**config.mk**
```make
export PLATFORM = sky130hd
export DESIGN_NAME = dac_level_sched
export DESIGN_NICKNAME = d
export VERILOG_FILES = /design/src/rtl/dac_level_sched.sv
export SDC_FILE = /design/constraint.sdc
export NUM_CORES = 1
export LEC_CHECK = 0
export CORE_ASPECT_RATIO = 1.4
export CORE_MARGIN = 4
export CORE_UTILIZATION = 55
export CTS_CLUSTER_SIZE = 25
export DETAILED_ROUTE_END_ITERATION = 10
export PLACE_DENSITY = 0.72
export SETUP_SLACK_MARGIN = 0.05
export SYNTH_ARGS = -nofsm -noshare
export SYNTH_HDL_FRONTEND = slang
export SYNTH_HIERARCHICAL = 1
export SYNTH_SLANG_ARGS = --single-unit
```
**constraint.sdc**
```tcl
create_clock -name clk -period 6.1 [get_ports clk]
set_input_delay 0.61 -clock clk [delete_from_list [all_inputs] [get_ports clk]]
set_output_delay 0.61 -clock clk [all_outputs]
set_load 0.02 [all_outputs]
```
**src/rtl/dac_level_sched.sv**
```systemverilog
// dac_level_sched -- per-shot level scheduler for the 4-channel threshold/gain DAC.
//
// Each rising edge of the shot sync starts a walk through a host-written profile table.
// For every step, four 8-bit levels go to the SPI DAC serializer with a 1-clk load
// pulse. The scheduler then waits for the serializer to go idle and holds the levels
// for the programmed number of ticks before it moves to the next step.
//
// Ports
//   clk, rst_n        system clock, async active-low reset
//   i_sync            shot sync (level); a rising edge starts or restarts a sequence
//   i_num_steps       steps per shot, 0 disables, values above 2**ADDR_W are clamped
//   i_wr_en/addr/data table write port, data = {lvl3,lvl2,lvl1,lvl0,hold}
//   i_dac_busy        serializer busy
//   o_dac_data_0..3   registered levels, o_dac_load = 1-clk load strobe
//   o_step            step currently applied, o_active = sequence in progress
//   o_done            1-clk pulse at the last step's hold expiry
//   o_overrun         sticky, set when a sync edge arrives mid-sequence

module dac_level_lane (
  input  logic       clk,
  input  logic       rst_n,
  input  logic       ld,
  input  logic [7:0] d,
  output logic [7:0] q
);
  always_ff @(posedge clk or negedge rst_n)
    if (!rst_n)  q <= '0;
    else if (ld) q <= d;
endmodule

module dac_level_sched #(
  parameter int ADDR_W = 4,
  parameter int HOLD_W = 16
) (
  input  logic                 clk,
  input  logic                 rst_n,
  input  logic                 i_sync,
  input  logic [ADDR_W:0]      i_num_steps,
  input  logic                 i_wr_en,
  input  logic [ADDR_W-1:0]    i_wr_addr,
  input  logic [31+HOLD_W:0]   i_wr_data,
  input  logic                 i_dac_busy,
  output logic [7:0]           o_dac_data_0,
  output logic [7:0]           o_dac_data_1,
  output logic [7:0]           o_dac_data_2,
  output logic [7:0]           o_dac_data_3,
  output logic                 o_dac_load,
  output logic [ADDR_W-1:0]    o_step,
  output logic                 o_active,
  output logic                 o_done,
  output logic                 o_overrun
);
  localparam int DEPTH = 2**ADDR_W;
  localparam logic [ADDR_W:0]   MAXN  = (ADDR_W+1)'(DEPTH);
  localparam logic [ADDR_W:0]   ONE_S = (ADDR_W+1)'(1);
  localparam logic [HOLD_W-1:0] ONE_H = HOLD_W'(1);

  typedef enum logic [1:0] {IDLE, LOAD, WAIT, HOLD} state_t;
  typedef struct packed {
    logic [3:0][7:0]   lvl;
    logic [HOLD_W-1:0] hold;
  } entry_t;

  entry_t tbl [DEPTH];
  entry_t rd;

  state_t            state, state_n;
  logic [ADDR_W-1:0] step, step_n;
  logic [HOLD_W-1:0] hold_cnt;
  logic              prev_sync, edge_r, guard, rpend, rpend_n, overrun, done;
  logic [ADDR_W:0]   eff_num, step_p1;
  logic              last, abort, in_flight;
  logic [3:0][7:0]   lvl_q;

  always_ff @(posedge clk)
    if (i_wr_en) tbl[i_wr_addr] <= entry_t'(i_wr_data);

  // Levels and hold are fetched as a step is entered, so the index is the next step.
  assign rd      = tbl[step_n];
  assign eff_num = (i_num_steps > MAXN) ? MAXN : i_num_steps;
  assign step_p1 = {1'b0, step} + ONE_S;
  // Live compare: shrinking i_num_steps below the current step also ends the shot.
  assign last      = (step_p1 >= eff_num);
  assign abort     = edge_r && (state != IDLE);
  // LOAD and WAIT mean the serializer may still be (or is about to be) shifting.
  assign in_flight = (state == LOAD) || (state == WAIT) || i_dac_busy;

  always_comb begin
    state_n = state;
    step_n  = step;
    rpend_n = rpend;
    done    = 1'b0;
    case (state)
      IDLE: if (edge_r && (i_num_steps != '0)) begin
        state_n = LOAD;
        step_n  = '0;
      end
      LOAD: state_n = WAIT;
      WAIT: if (!guard && !i_dac_busy) begin
        if (rpend) begin
          state_n = LOAD;
          step_n  = '0;
          rpend_n = 1'b0;
        end else begin
          state_n = HOLD;
        end
      end
      HOLD: if (hold_cnt <= ONE_H) begin
        if (last) begin
          done    = 1'b1;
          state_n = IDLE;
        end else begin
          state_n = LOAD;
          step_n  = step_p1[ADDR_W-1:0];
        end
      end
      default: state_n = IDLE;
    endcase
    // A restart waits in WAIT (guard included) until the transfer in flight drains.
    if (abort) begin
      done   = 1'b0;
      step_n = '0;
      if (in_flight) begin
        state_n = WAIT;
        rpend_n = 1'b1;
      end else begin
        state_n = LOAD;
        rpend_n = 1'b0;
      end
    end
  end

  always_ff @(posedge clk or negedge rst_n)
    if (!rst_n) begin
      state     <= IDLE;
      step      <= '0;
      hold_cnt  <= '0;
      prev_sync <= 1'b0;
      edge_r    <= 1'b0;
      guard     <= 1'b0;
      rpend     <= 1'b0;
      overrun   <= 1'b0;
    end else begin
      state     <= state_n;
      step      <= step_n;
      rpend     <= rpend_n;
      prev_sync <= i_sync;
      edge_r    <= i_sync & ~prev_sync;
      // Busy is first looked at two clocks after the load strobe.
      guard     <= (state == LOAD);
      if (abort) overrun <= 1'b1;
      if (state_n == LOAD)                        hold_cnt <= rd.hold;
      else if (state == HOLD && hold_cnt != '0)   hold_cnt <= hold_cnt - ONE_H;
    end

  for (genvar g = 0; g < 4; g++) begin : g_lane
    dac_level_lane u_lane (
      .clk  (clk),
      .rst_n(rst_n),
      .ld   (state_n == LOAD),
      .d    (rd.lvl[g]),
      .q    (lvl_q[g])
    );
  end

  assign o_dac_data_0 = lvl_q[0];
  assign o_dac_data_1 = lvl_q[1];
  assign o_dac_data_2 = lvl_q[2];
  assign o_dac_data_3 = lvl_q[3];
  assign o_dac_load   = (state == LOAD);
  assign o_step       = step;
  assign o_active     = (state != IDLE);
  assign o_done       = done;
  assign o_overrun    = overrun;
endmodule

```
---- Word-level counts from Yosys, hierarchy flattened ----
Memories as Yosys holds them, arrays and structs flattened.
Index checks and enable logic that the tools add are counted.
cells by class
  muxes and demuxes ....................... 28
  add/sub/neg operators ................... 2
  order comparisons ....................... 3
  reductions and logical operators ........ 16
  bitwise operators ....................... 2
  equality and inequality tests ........... 4
operators by type and width
  operator                 number
  $mux W16                 2
  $mux W4                  6
  $le A16 B1 Y1 const B    1
  $reduce_bool A16 Y1      1
  $sub A16 B1 Y16 const B  1
  $mux W2                  6
  $pmux W4 S3              1
  $mux W1                  11
  $pmux W2 S4              1
  $reduce_bool A2 Y1       4
  $add A4 B1 Y5 const B    1
  $ge A5 B5 Y1             1
  $gt A5 B5 Y1 const B     1
  $mux W5                  1
  $reduce_bool A5 Y1       1
  $eq A2 B1 Y1 const B     2
  $eq A2 B2 Y1 const B     2
  $logic_and A1 B1 Y1      4
  $logic_not A1 Y1         2
  $logic_not A2 Y1         1
  $logic_or A1 B1 Y1       2
  $reduce_and A2 Y1        1
  $and A1 B1 Y1            1
  $not A1 Y1               1
word-level totals
  memories kept ........................... 1
  input port bits ......................... 62
  bits in writable memories ............... 768
  flip-flop bits (word level) ............. 59
memory list
  name  words  bits a word  rd ports  clocked after Yosys merged registers in  wr ports  RTL line  RTL
  tbl   16     48           1         0                                        1         64        entry_t tbl [DEPTH];

---- Longest topological paths before layout ----
Gate-level depths: netlist of the first run.
  depth after elaboration ................. 9
  gate-level depth with buffers ........... 18
  gate-level depth less buffers ........... 14

---- Hierarchy ----
The synthesis of the first run kept the hierarchy.
modules (own cells, without submodules)
  module           area each (sq um)  cells an instance  times used
  dac_level_sched  31998.2            2325               1
  dac_level_lane   331.6              17                 4

---- Worst setup path after synthesis of the first run ----
OpenSTA, ideal clock, no wires.
  path kind ............................... input -> register
  start ................................... input i_wr_addr[2]
  end ..................................... memory tbl[0][0] (netlist bit), enable pin
  library setup time ...................... 513 ps
  path buffers ............................ 0
  data required time ...................... 5587 ps
  setup slack ............................. 1186 ps
  arrival ................................. 4401 ps
  cell stages on the path ................. 2
  cells stage by stage .................... or3b_2 -> nor3_1
RTL lines
  item             RTL line  RTL
  start, declared  40        input logic [ADDR_W-1:0] i_wr_addr,
  end, declared    64
No word-level cell before the write port.

---- Worst setup path in the final report of the first run ----
  start ................................... register step[0], in the netlist o_step[0]
  end ..................................... register hold_cnt[9]
on the way
  longest elaborated chain between the ends .. 8
RTL lines
  item                                             RTL line  RTL
  start, declared                                  68        logic [ADDR_W-1:0] step, step_n;
  start signal, assigned                           145       step <= step_n;
  $add A4 B1 Y5                                    81        assign step_p1 = {1'b0, step} + ONE_S;
  $ge A5 B5 Y1                                     83        assign last = (step_p1 >= eff_num);
  $mux W4 or $mux W1 (tied branches)               109       if (last) begin
  $mux W4 or $mux W2 (tied branches)               108       HOLD: if (hold_cnt <= ONE_H) begin
  $pmux W4 S3 or $pmux W2 S4 (tied branches)       93        case (state)
  $mux W4 or $mux W2 (tied branches)               120       if (abort) begin
  $mem_v2 Z16 W48 or $eq A2 B1 Y1 (tied branches)  -
  $mux W16 or $reduce_bool A2 Y1 (tied branches)   -
  end signal, assigned                             152       if (state_n == LOAD) hold_cnt <= rd.hold;
  end signal, assigned                             153       else if (state == HOLD && hold_cnt != '0) hold_cnt <= hold_cnt - ONE_H;
  end, declared                                    69        logic [HOLD_W-1:0] hold_cnt;
Parallel ways exist; a longest one is shown, timed or not.
A chain may end at the register's enable or synchronous reset.

==> results of run 1 <==
## sequential cells by signal, indices dropped and copies added, names as in the netlist, 2 cells and up
signal / flops
tbl: 768
g_lane.u_lane/q: 32
hold_cnt: 16
o_step: 4
state: 2
## kinds of logic after synthesis
family,count (synthesis)
adders and majority gates,12
AOI/OAI and AO/OA,223
and+or+nand+nor,995
xor gates and xnor gates,18
muxes,171
buffers and inverters,147
DFF,827
## metal layers
layer  global-route usage (%)  up-vias  wire length (um)
met2                     42.2     1078             41200
met1                     33.1    10300             30900
met5                        0        -                11
met3                     3.73      218              6880
li1                         -     9062                 -
met4                     11.2        2              3410
## power groups by stage
stage	Sequential (mW)	Clock, mW	Combinational (mW)
2_1_floorplan	6.89	0	1.01
3_3_place_gp	6.85	0	1.79
3_5_place_dp	6.86	0	1.84
4_1_cts	6.75	4.89	1.85
5_1_grt	6.77	5.15	1.95
6_report	6.75	4.84	1.85
## path summary, 6_finish.rpt
path,endpoint,depth (start not counted),slack [ns],start
setup / recovery,hold_cnt[9],14,1.39,o_step[0]
hold / removal,edge_r,1,0.40,prev_sync
max in group asynchronous,g_lane[0].u_lane/q[2],3,4.54,rst_n
setup reg to reg,hold_cnt[9],14,1.39,o_step[0]
min in group asynchronous,g_lane[3].u_lane/q[0],2,0.47,rst_n
hold reg to reg,edge_r,1,0.40,prev_sync
## critical path, delay by kind of cell, from the launching register on
kind,cells,cell delay [ns]
buffers and inverters,2,0.54
adder cells (fa/ha/maj),2,0.59
flip-flops,1,0.45
XOR/XNOR,1,0.16
AO/OA/AOI/OAI,8,2.05
AND/OR/NAND/NOR,1,0.76
## layout by cell type (no fill, tap or decap), types with 6 or more instances in the layout
master / instances
nor2_4: 14
edfxtp_1: 768
xnor2_1: 10
nand2_1: 636
o21ai_0: 18
clkbuf_16: 80
a32oi_1: 49
o221ai_1: 33
nor3_1: 15
bufinv_16: 6
a211oi_1: 9
a21oi_1: 53
buf_12: 7
clkbuf_1: 21
dfrtp_1: 59
clkdlybuf4s50_1: 100
inv_1: 10
nand4_1: 8
nand3_1: 248
nor4_1: 7
ha_1: 12
a22oi_1: 12
clkbuf_8: 11
mux2i_1: 139
clkinv_2: 11
nor2_1: 29
a31oi_1: 9
mux2_4: 32
xor2_1: 8
buf_4: 33
## cell type report
cell class	count	area, um2
flip-flops and latches	827	24500
fillers	4284	22000
multi-input cells	1419	8180
clock buffers	112	2230
repair buffers	141	1400
well taps	810	1010
clock inverters	30	338
inverters	14	62.6
diodes	5	12.5
==> metrics.json, run 1 <==
{
  "synth_compound_gate_area_share_pct": 4.90,
  "hold_path.class": "reg -> reg",
  "htree_levels": 3,
  "resized_cells_post_cts": 0,
  "synth.top_cells.by_count": "edfxtp_1 (768), nand2_1 (638), nand3_1 (248)",
  "maxCapViolCount": 0,
  "globalRouteTotalUtil_pct": 25.2,
  "yosys_register_bits": 827,
  "yosysTopAreaCellShare_pct": 69.2,
  "path_clk_slew_ns": 0.06,
  "period_needed_ns": 4.71,
  "dpl_worst_slack_ns": 1.16,
  "synthesis.area_um2": 33300,
  "synth_flop_cell": "edfxtp_1",
  "post-route-period-util_pct": 77.2,
  "power-per-cell-area_nw_per_um2": 356,
  "synth-seq-area-share_pct": 73.6,
  "outcome": "complete, no violations",
  "first_global_vias": 20600,
  "finished_core_util_pct": 63.2,
  "ys_warn_count": 6,
  "timing.clock.skew_ns": 0.0241,
  "cp_data_arrival_time_ns": 5.19,
  "place.detailed.instances": 3210,
  "postLayoutCellArea_um2": 37800,
  "synth_most_common_cell": "edfxtp_1",
  "crit_end_element": "register",
  "worstMarginPinSlew_ns": 1.27,
  "post_synth_fa_ha_maj_area_fraction_pct": 0.451,
  "detail_route.vias_per_cell": 6.15,
  "crit_path_max_fanout": 37,
  "worst_hold_slack_across_all_endpoints_ns": 0.396,
  "synth_top_family_by_area": "simple AND/OR/NAND/NOR gates",
  "netlist-cell-type-count": 66,
  "yosys.area_share.xor_xnor_pct": 0.473,
  "achievable-frequency_mhz": 212,
  "clkSinkCount": 827,
  "die_w_um": 216,
  "grt_overflow": 0,
  "drtIter0Drc": 2568,
  "place.port_buffers": 101,
  "ant_nets": 0,
  "path_class": "reg -> reg",
  "placed_area_um2": 35200,
  "io_pins": 102,
  "yosys.area_share.simple_pct": 12.7,
  "routed-via-count": 20600,
  "critical-path-slowest-cell": "nor2_1",
  "slowest_delay_ns": 0.76,
  "post_cts.repair.setup_buffers": 0,
  "critical_path.most_common_cell": "ha_1",
  "netSwitchingPower_mw": 3.32,
  "root_buffer": "clkbuf_16",
  "setup_viol_count_final": 0,
  "synthesis.nets": 2467,
  "avg_synthesized_cell_area_um2": 13.9,
  "timing.critical_path.required_ns": 6.58,
  "final-instance-count-excl-fill": 3358,
  "starting_density_pct": 55.7,
  "postSynthCellCount": 2393,
  "grt_antenna_before_repair": 6,
  "rsz0062_at_grt": "false",
  "synth_top_area_cell": "edfxtp_1",
  "power_share_of_the_clock_group_pct": 36.0,
  "clock_tree.buffer_depth": 3,
  "final-max-slew-violation-count": 0,
  "final_hold_viol_count": 0,
  "cellInternalPower_mw": 10.1,
  "cts-buffers-inserted": 76,
  "cts_tree": "done",
  "power_leakage_nw": 13.5,
  "ctsHoldBuffers": 1,
  "finalSetupTns_ns": 0,
  "insertion_delay_ns": 0.62,
  "layout.nets": 2553,
  "grt_pass1_wl_mm": 124,
  "die_h_um": 299,
  "floorplan.die_area_um2": 64600,
  "design.core.area_um2": 59800,
  "postSynth.asyncResetShare_pct": 7.13,
  "dpl.hpwl_mm": 43.6,
  "total_number_of_placement_rows": 106,
  "synthMuxAreaShare_pct": 5.62,
  "gp_congestion": 0.861,
  "worst_slew_margin_rel_pct": 15.0,
  "drt-total-wl_mm": 82.4,
  "largest_net_degree_at_the_start_of_global_routing": 151,
  "detail_route.first_pass.iterations": 8,
  "worstSetupStartpointType": "register",
  "power.share.combinational_pct": 13.8,
  "cp_cell_sequence": "ha_1 > xor2_1 > ha_1 > a21o_1 > a31oi_1 > o21ai_0 > o211ai_1 > a21o_2 > inv_2 > buf_4 > nor2_1 > a32oi_1 > a21oi_1 > a2111oi_2",
  "cell_types_with_the_largest_area_share_after_synthesis": "edfxtp_1 (69%), nand2_1 (7.2%), dfrtp_1 (4.4%)",
  "avgRoutedWirePerCell_um": 24.6,
  "p_seq_share_pct": 50.2,
  "final_layout_size_suffix_gt1_share_pct": 8.93,
  "flow.area_growth_from_synthesis_pct": 13.4,
  "design_power_total_mw": 13.4,
  "drt_drc": 0,
  "setup_ws_ns": 1.39,
  "synth-edff-count": 768,
  "switching_share_pct": 24.7,
  "vdd.ir_drop.worst_v": 0.000235
}
Power figures use the tool's default switching activity.
==> inputs of run 2 (changes only) <==
Settings changed: PLACE_DENSITY 0.72 to 0.74.
Clock period 6.1 ns to 3.8 ns, I/O delays scaled along.
==> run 2 against run 1 <==
  * Non-clock buffer count rose by 102
  * Sequential power rose by 60%
  * Sequential share of layout area fell by 2.2 points
  * Clock power rose by 56%
  * Total power rose by 61%
  * Clock skew fell by 0.0053 ns
  * Final area rose by 3.5%
  * Worst hold slack got worse by 0.15 ns
  * Fmax rose by 27%
  * Final cell count rose by 2.9%
  * Critical path depth rose by 2
  * Count of clock-buffer cells in the layout fell by 12
  * Critical path type unchanged
  * Critical endpoint is now g_lane[0].u_lane/q[7]
==> metrics.json, run 2 (synthesized netlist as in run 1, its figures left out) <==
{
  "outcome": {"value": "complete, no violations", "change": "unchanged"},
  "design.core.area": {"value": 59800, "unit": "um2", "change": "unchanged"},
  "worstSetupStartpointType": {"value": "register", "change": "unchanged"},
  "met3_use_gr": {"value": 4.37, "unit": "%", "change": "was 3.73%"},
  "global_route.peak_usage_layer": {"value": "met2", "change": "unchanged"},
  "final_hold_viol_count": {"value": 0, "change": "unchanged"},
  "crit_path_max_fanout": {"value": 22, "change": "was 37"},
  "period_needed": {"value": 3.70, "unit": "ns", "change": "was 4.71 ns"},
  "rsz0062_at_grt": {"value": "false", "change": "unchanged"},
  "detail_route.vias_per_cell": {"value": 6.14, "change": "was 6.15"},
  "power_leakage": {"value": 14.2, "unit": "nW", "change": "was 13.5 nW"},
  "registers.top_by_ff_count": {"value": "tbl", "change": "unchanged"},
  "power-per-cell-area": {"value": 553, "unit": "nW/um2", "change": "was 356 nW/um2"},
  "finalSetupTns": {"value": 0, "unit": "ns", "change": "unchanged"},
  "clock_tree.buffer_depth": {"value": 3, "change": "unchanged"},
  "detail_route.first_pass.iterations": {"value": 6, "change": "was 8"},
  "largest_reg_flops": {"value": 768, "change": "unchanged"},
  "final-max-slew-violation-count": {"value": 0, "change": "unchanged"},
  "postLayoutCellArea": {"value": 39100, "unit": "um2", "change": "was 37800 um2"},
  "critical-path-slowest-cell": {"value": "or4b_4", "change": "was nor2_1"},
  "globalRouteTotalUtil": {"value": 26.2, "unit": "%", "change": "was 25.2%"},
  "timing.clock.skew": {"value": 0.0187, "unit": "ns", "change": "was 0.0241 ns"},
  "final_layout_size_suffix_gt1_share": {"value": 12.9, "unit": "%", "change": "was 8.93%"},
  "grt.met2_usage": {"value": 45.3, "unit": "%", "change": "was 42.2%"},
  "place.port_buffers": {"value": 101, "change": "unchanged"},
  "cts-buffers-inserted": {"value": 74, "change": "was 76"},
  "floorplan.die_area": {"value": 64600, "unit": "um2", "change": "unchanged"},
  "timing.critical_path.required": {"value": 4.29, "unit": "ns", "change": "was 6.58 ns"},
  "crit_end_element": {"value": "register", "change": "unchanged"},
  "drtIter0Drc": {"value": 2391, "change": "was 2568"},
  "cts_tree": {"value": "done", "change": "unchanged"},
  "routed-via-count": {"value": 21200, "change": "was 20600"},
  "dpl.hpwl": {"value": 46.6, "unit": "mm", "change": "was 43.6 mm"},
  "grt_antenna_before_repair": {"value": 4, "change": "was 6"},
  "reg2reg_depth": {"value": 16, "change": "was 14"},
  "hold_path.class": {"value": "in -> reg", "change": "was reg -> reg"},
  "post-route-period-util": {"value": 97.5, "unit": "%", "change": "was 77.2%"},
  "placed_area": {"value": 36400, "unit": "um2", "change": "was 35200 um2"},
  "layout_top_registers": {"value": "tbl: 768 flops, g_lane.u_lane/q: 32 flops, hold_cnt: 16 flops", "change": "unchanged"},
  "achievable-frequency": {"value": 270, "unit": "MHz", "change": "was 212 MHz"},
  "insertion_delay": {"value": 0.61, "unit": "ns", "change": "was 0.62 ns"},
  "maxCapViolCount": {"value": 0, "change": "unchanged"},
  "path_class": {"value": "reg -> reg", "change": "unchanged"},
  "largest_net_degree_at_the_start_of_global_routing": {"value": 53, "change": "was 151"},
  "die_h": {"value": 299, "unit": "um", "change": "unchanged"},
  "io_pins": {"value": 102, "change": "unchanged"},
  "cp_data_arrival_time": {"value": 4.20, "unit": "ns", "change": "was 5.19 ns"},
  "drt_drc": {"value": 0, "change": "unchanged"},
  "avgRoutedWirePerCell": {"value": 25.3, "unit": "um", "change": "was 24.6 um"},
  "worst_hold_slack_across_all_endpoints": {"value": 0.246, "unit": "ns", "change": "was 0.396 ns"},
  "starting_density": {"value": 55.7, "unit": "%", "change": "unchanged"},
  "cp_cell_sequence": {"value": "inv_2 > ha_4 > or4b_4 > o32a_1 > a21oi_2 > o21ai_1 > or3_4 > buf_12 > buf_4 > clkbuf_16 > buf_4 > nand2_1 > nand3_1 > nand2_1 > o221ai_1 > mux2_4", "change": "was ha_1 > xor2_1 > ha_1 > a21o_1 > a31oi_1 > o21ai_0 > o211ai_1 > a21o_2 > inv_2 > buf_4 > nor2_1 > a32oi_1 > a21oi_1 > a2111oi_2"},
  "design_power_total": {"value": 21.6, "unit": "mW", "change": "was 13.4 mW"},
  "die_w": {"value": 216, "unit": "um", "change": "unchanged"},
  "clkSinkCount": {"value": 827, "change": "unchanged"},
  "layout.cells.most_common_list": {"value": "edfxtp_1 (768), nand2_1 (636), nand3_1 (248)", "change": "unchanged"},
  "grt_pass1_wl": {"value": 128, "unit": "mm", "change": "was 124 mm"},
  "flow.area_growth_from_synthesis": {"value": 17.3, "unit": "%", "change": "was 13.4%"},
  "worst_setup_path_endpoint": {"value": "g_lane[0].u_lane/q[7]", "change": "was hold_cnt[9]"},
  "worstMarginPinSlew": {"value": 0.865, "unit": "ns", "change": "was 1.27 ns"},
  "slowest_delay": {"value": 0.46, "unit": "ns", "change": "was 0.76 ns"},
  "first_global_vias": {"value": 21400, "change": "was 20600"},
  "total_number_of_placement_rows": {"value": 106, "change": "unchanged"},
  "htree_levels": {"value": 3, "change": "unchanged"},
  "timing.rr.start": {"value": "state[1]", "change": "was o_step[0]"},
  "setup_viol_count_final": {"value": 0, "change": "unchanged"},
  "worst_slew_margin_rel": {"value": 42.3, "unit": "%", "change": "was 15.0%"},
  "setup.worst_path.start": {"value": "state[1]", "change": "was o_step[0]"},
  "regToRegSetupSlack": {"value": 0.1, "unit": "ns", "change": "was 1.39 ns"},
  "ant_nets": {"value": 0, "change": "unchanged"},
  "gp_congestion": {"value": 0.860, "change": "was 0.861"},
  "root_buffer": {"value": "clkbuf_16", "change": "unchanged"},
  "final_layout_fill_cell_count": {"value": 4043, "change": "was 4284"},
  "path_clk_slew": {"value": 0.07, "unit": "ns", "change": "was 0.06 ns"},
  "grt.met1_usage": {"value": 33.5, "unit": "%", "change": "was 33.1%"},
  "drt-total-wl": {"value": 87.3, "unit": "mm", "change": "was 82.4 mm"},
  "vdd.ir_drop.worst": {"value": 0.000328, "unit": "V", "change": "was 0.000235 V"},
  "grt_overflow": {"value": 0, "change": "unchanged"},
  "layout.cells.most_common": {"value": "edfxtp_1", "change": "unchanged"},
  "layout.nets": {"value": 2653, "change": "was 2553"},
  "regToRegEndpoint": {"value": "g_lane[0].u_lane/q[7]", "change": "was hold_cnt[9]"}
}
==> run 2: critical path, delay by kind of cell, from the launching register on <==
kind | cells | cell delay (ns)
adders and majority gates | 1 | 0.15
muxes | 1 | 0.28
and+or+nand+nor | 5 | 1.14
AOI/OAI and AO/OA | 4 | 0.80
DFF | 1 | 0.43
buffers and inverters | 5 | 0.79
==> run 2: per-layer routing <==
metal | routed length [um] | vias up
met5 | 13 | -
met4 | 2800 | 2
met3 | 7690 | 186
met2 | 45000 | 1133
met1 | 31800 | 10600
li1 | - | 9269
==> run 2: area by class of cell <==
class / count / area, um2 / share of cell area, %
tap: 810 / 1010 / 2.59
inverter: 14 / 67.6 / 0.173
antenna: 4 / 10.0 / 0.0256
timing repair buffer: 243 / 2720 / 6.94
multi-input combinational: 1419 / 8270 / 21.2
clock buffer: 100 / 2100 / 5.38
sequential: 827 / 24500 / 62.8
clock inverter: 38 / 379 / 0.970
==> run 2: worst min path at each step <==
stage                          from        end  slack [ns]  cells past startpoint
after floorplan               rst_n     edge_r        0.08                      0
after global placement    prev_sync     edge_r        0.39                      1
after detailed placement  prev_sync     edge_r        0.40                      1
after CTS                    i_sync  prev_sync        0.23                      1
after global routing         i_sync  prev_sync        0.23                      1
final                        i_sync  prev_sync        0.25                      1
==> run 2: stage by stage <==
step | setup slack [ns] | std cells | utilization [%]
finish | 0.0968 | 3455 | 65.4
global route | 0.00484 | 3453 | 65.4
CTS | 0.114 | 3443 | 65.0
detailed placement | -0.0279 | 3304 | 60.9
global placement | -0.0169 | 3304 | 60.9
floorplan | 0.146 | 2393 | -
==> run 2: power breakdown <==
part / switching, mW / internal, mW
sequential: 0.391 / 10.4
clock: 3.29 / 4.27
combinational: 1.79 / 1.44
total: 5.46 / 16.1
==> run 2: what timing repair did <==
item | in CTS | in global routing
hold buffers | 1 | 0
setup endpoints to repair | 0 | 40
setup buffers | 0 | 6
hold endpoints to repair | 43 | 0
resized for setup | 0 | 19
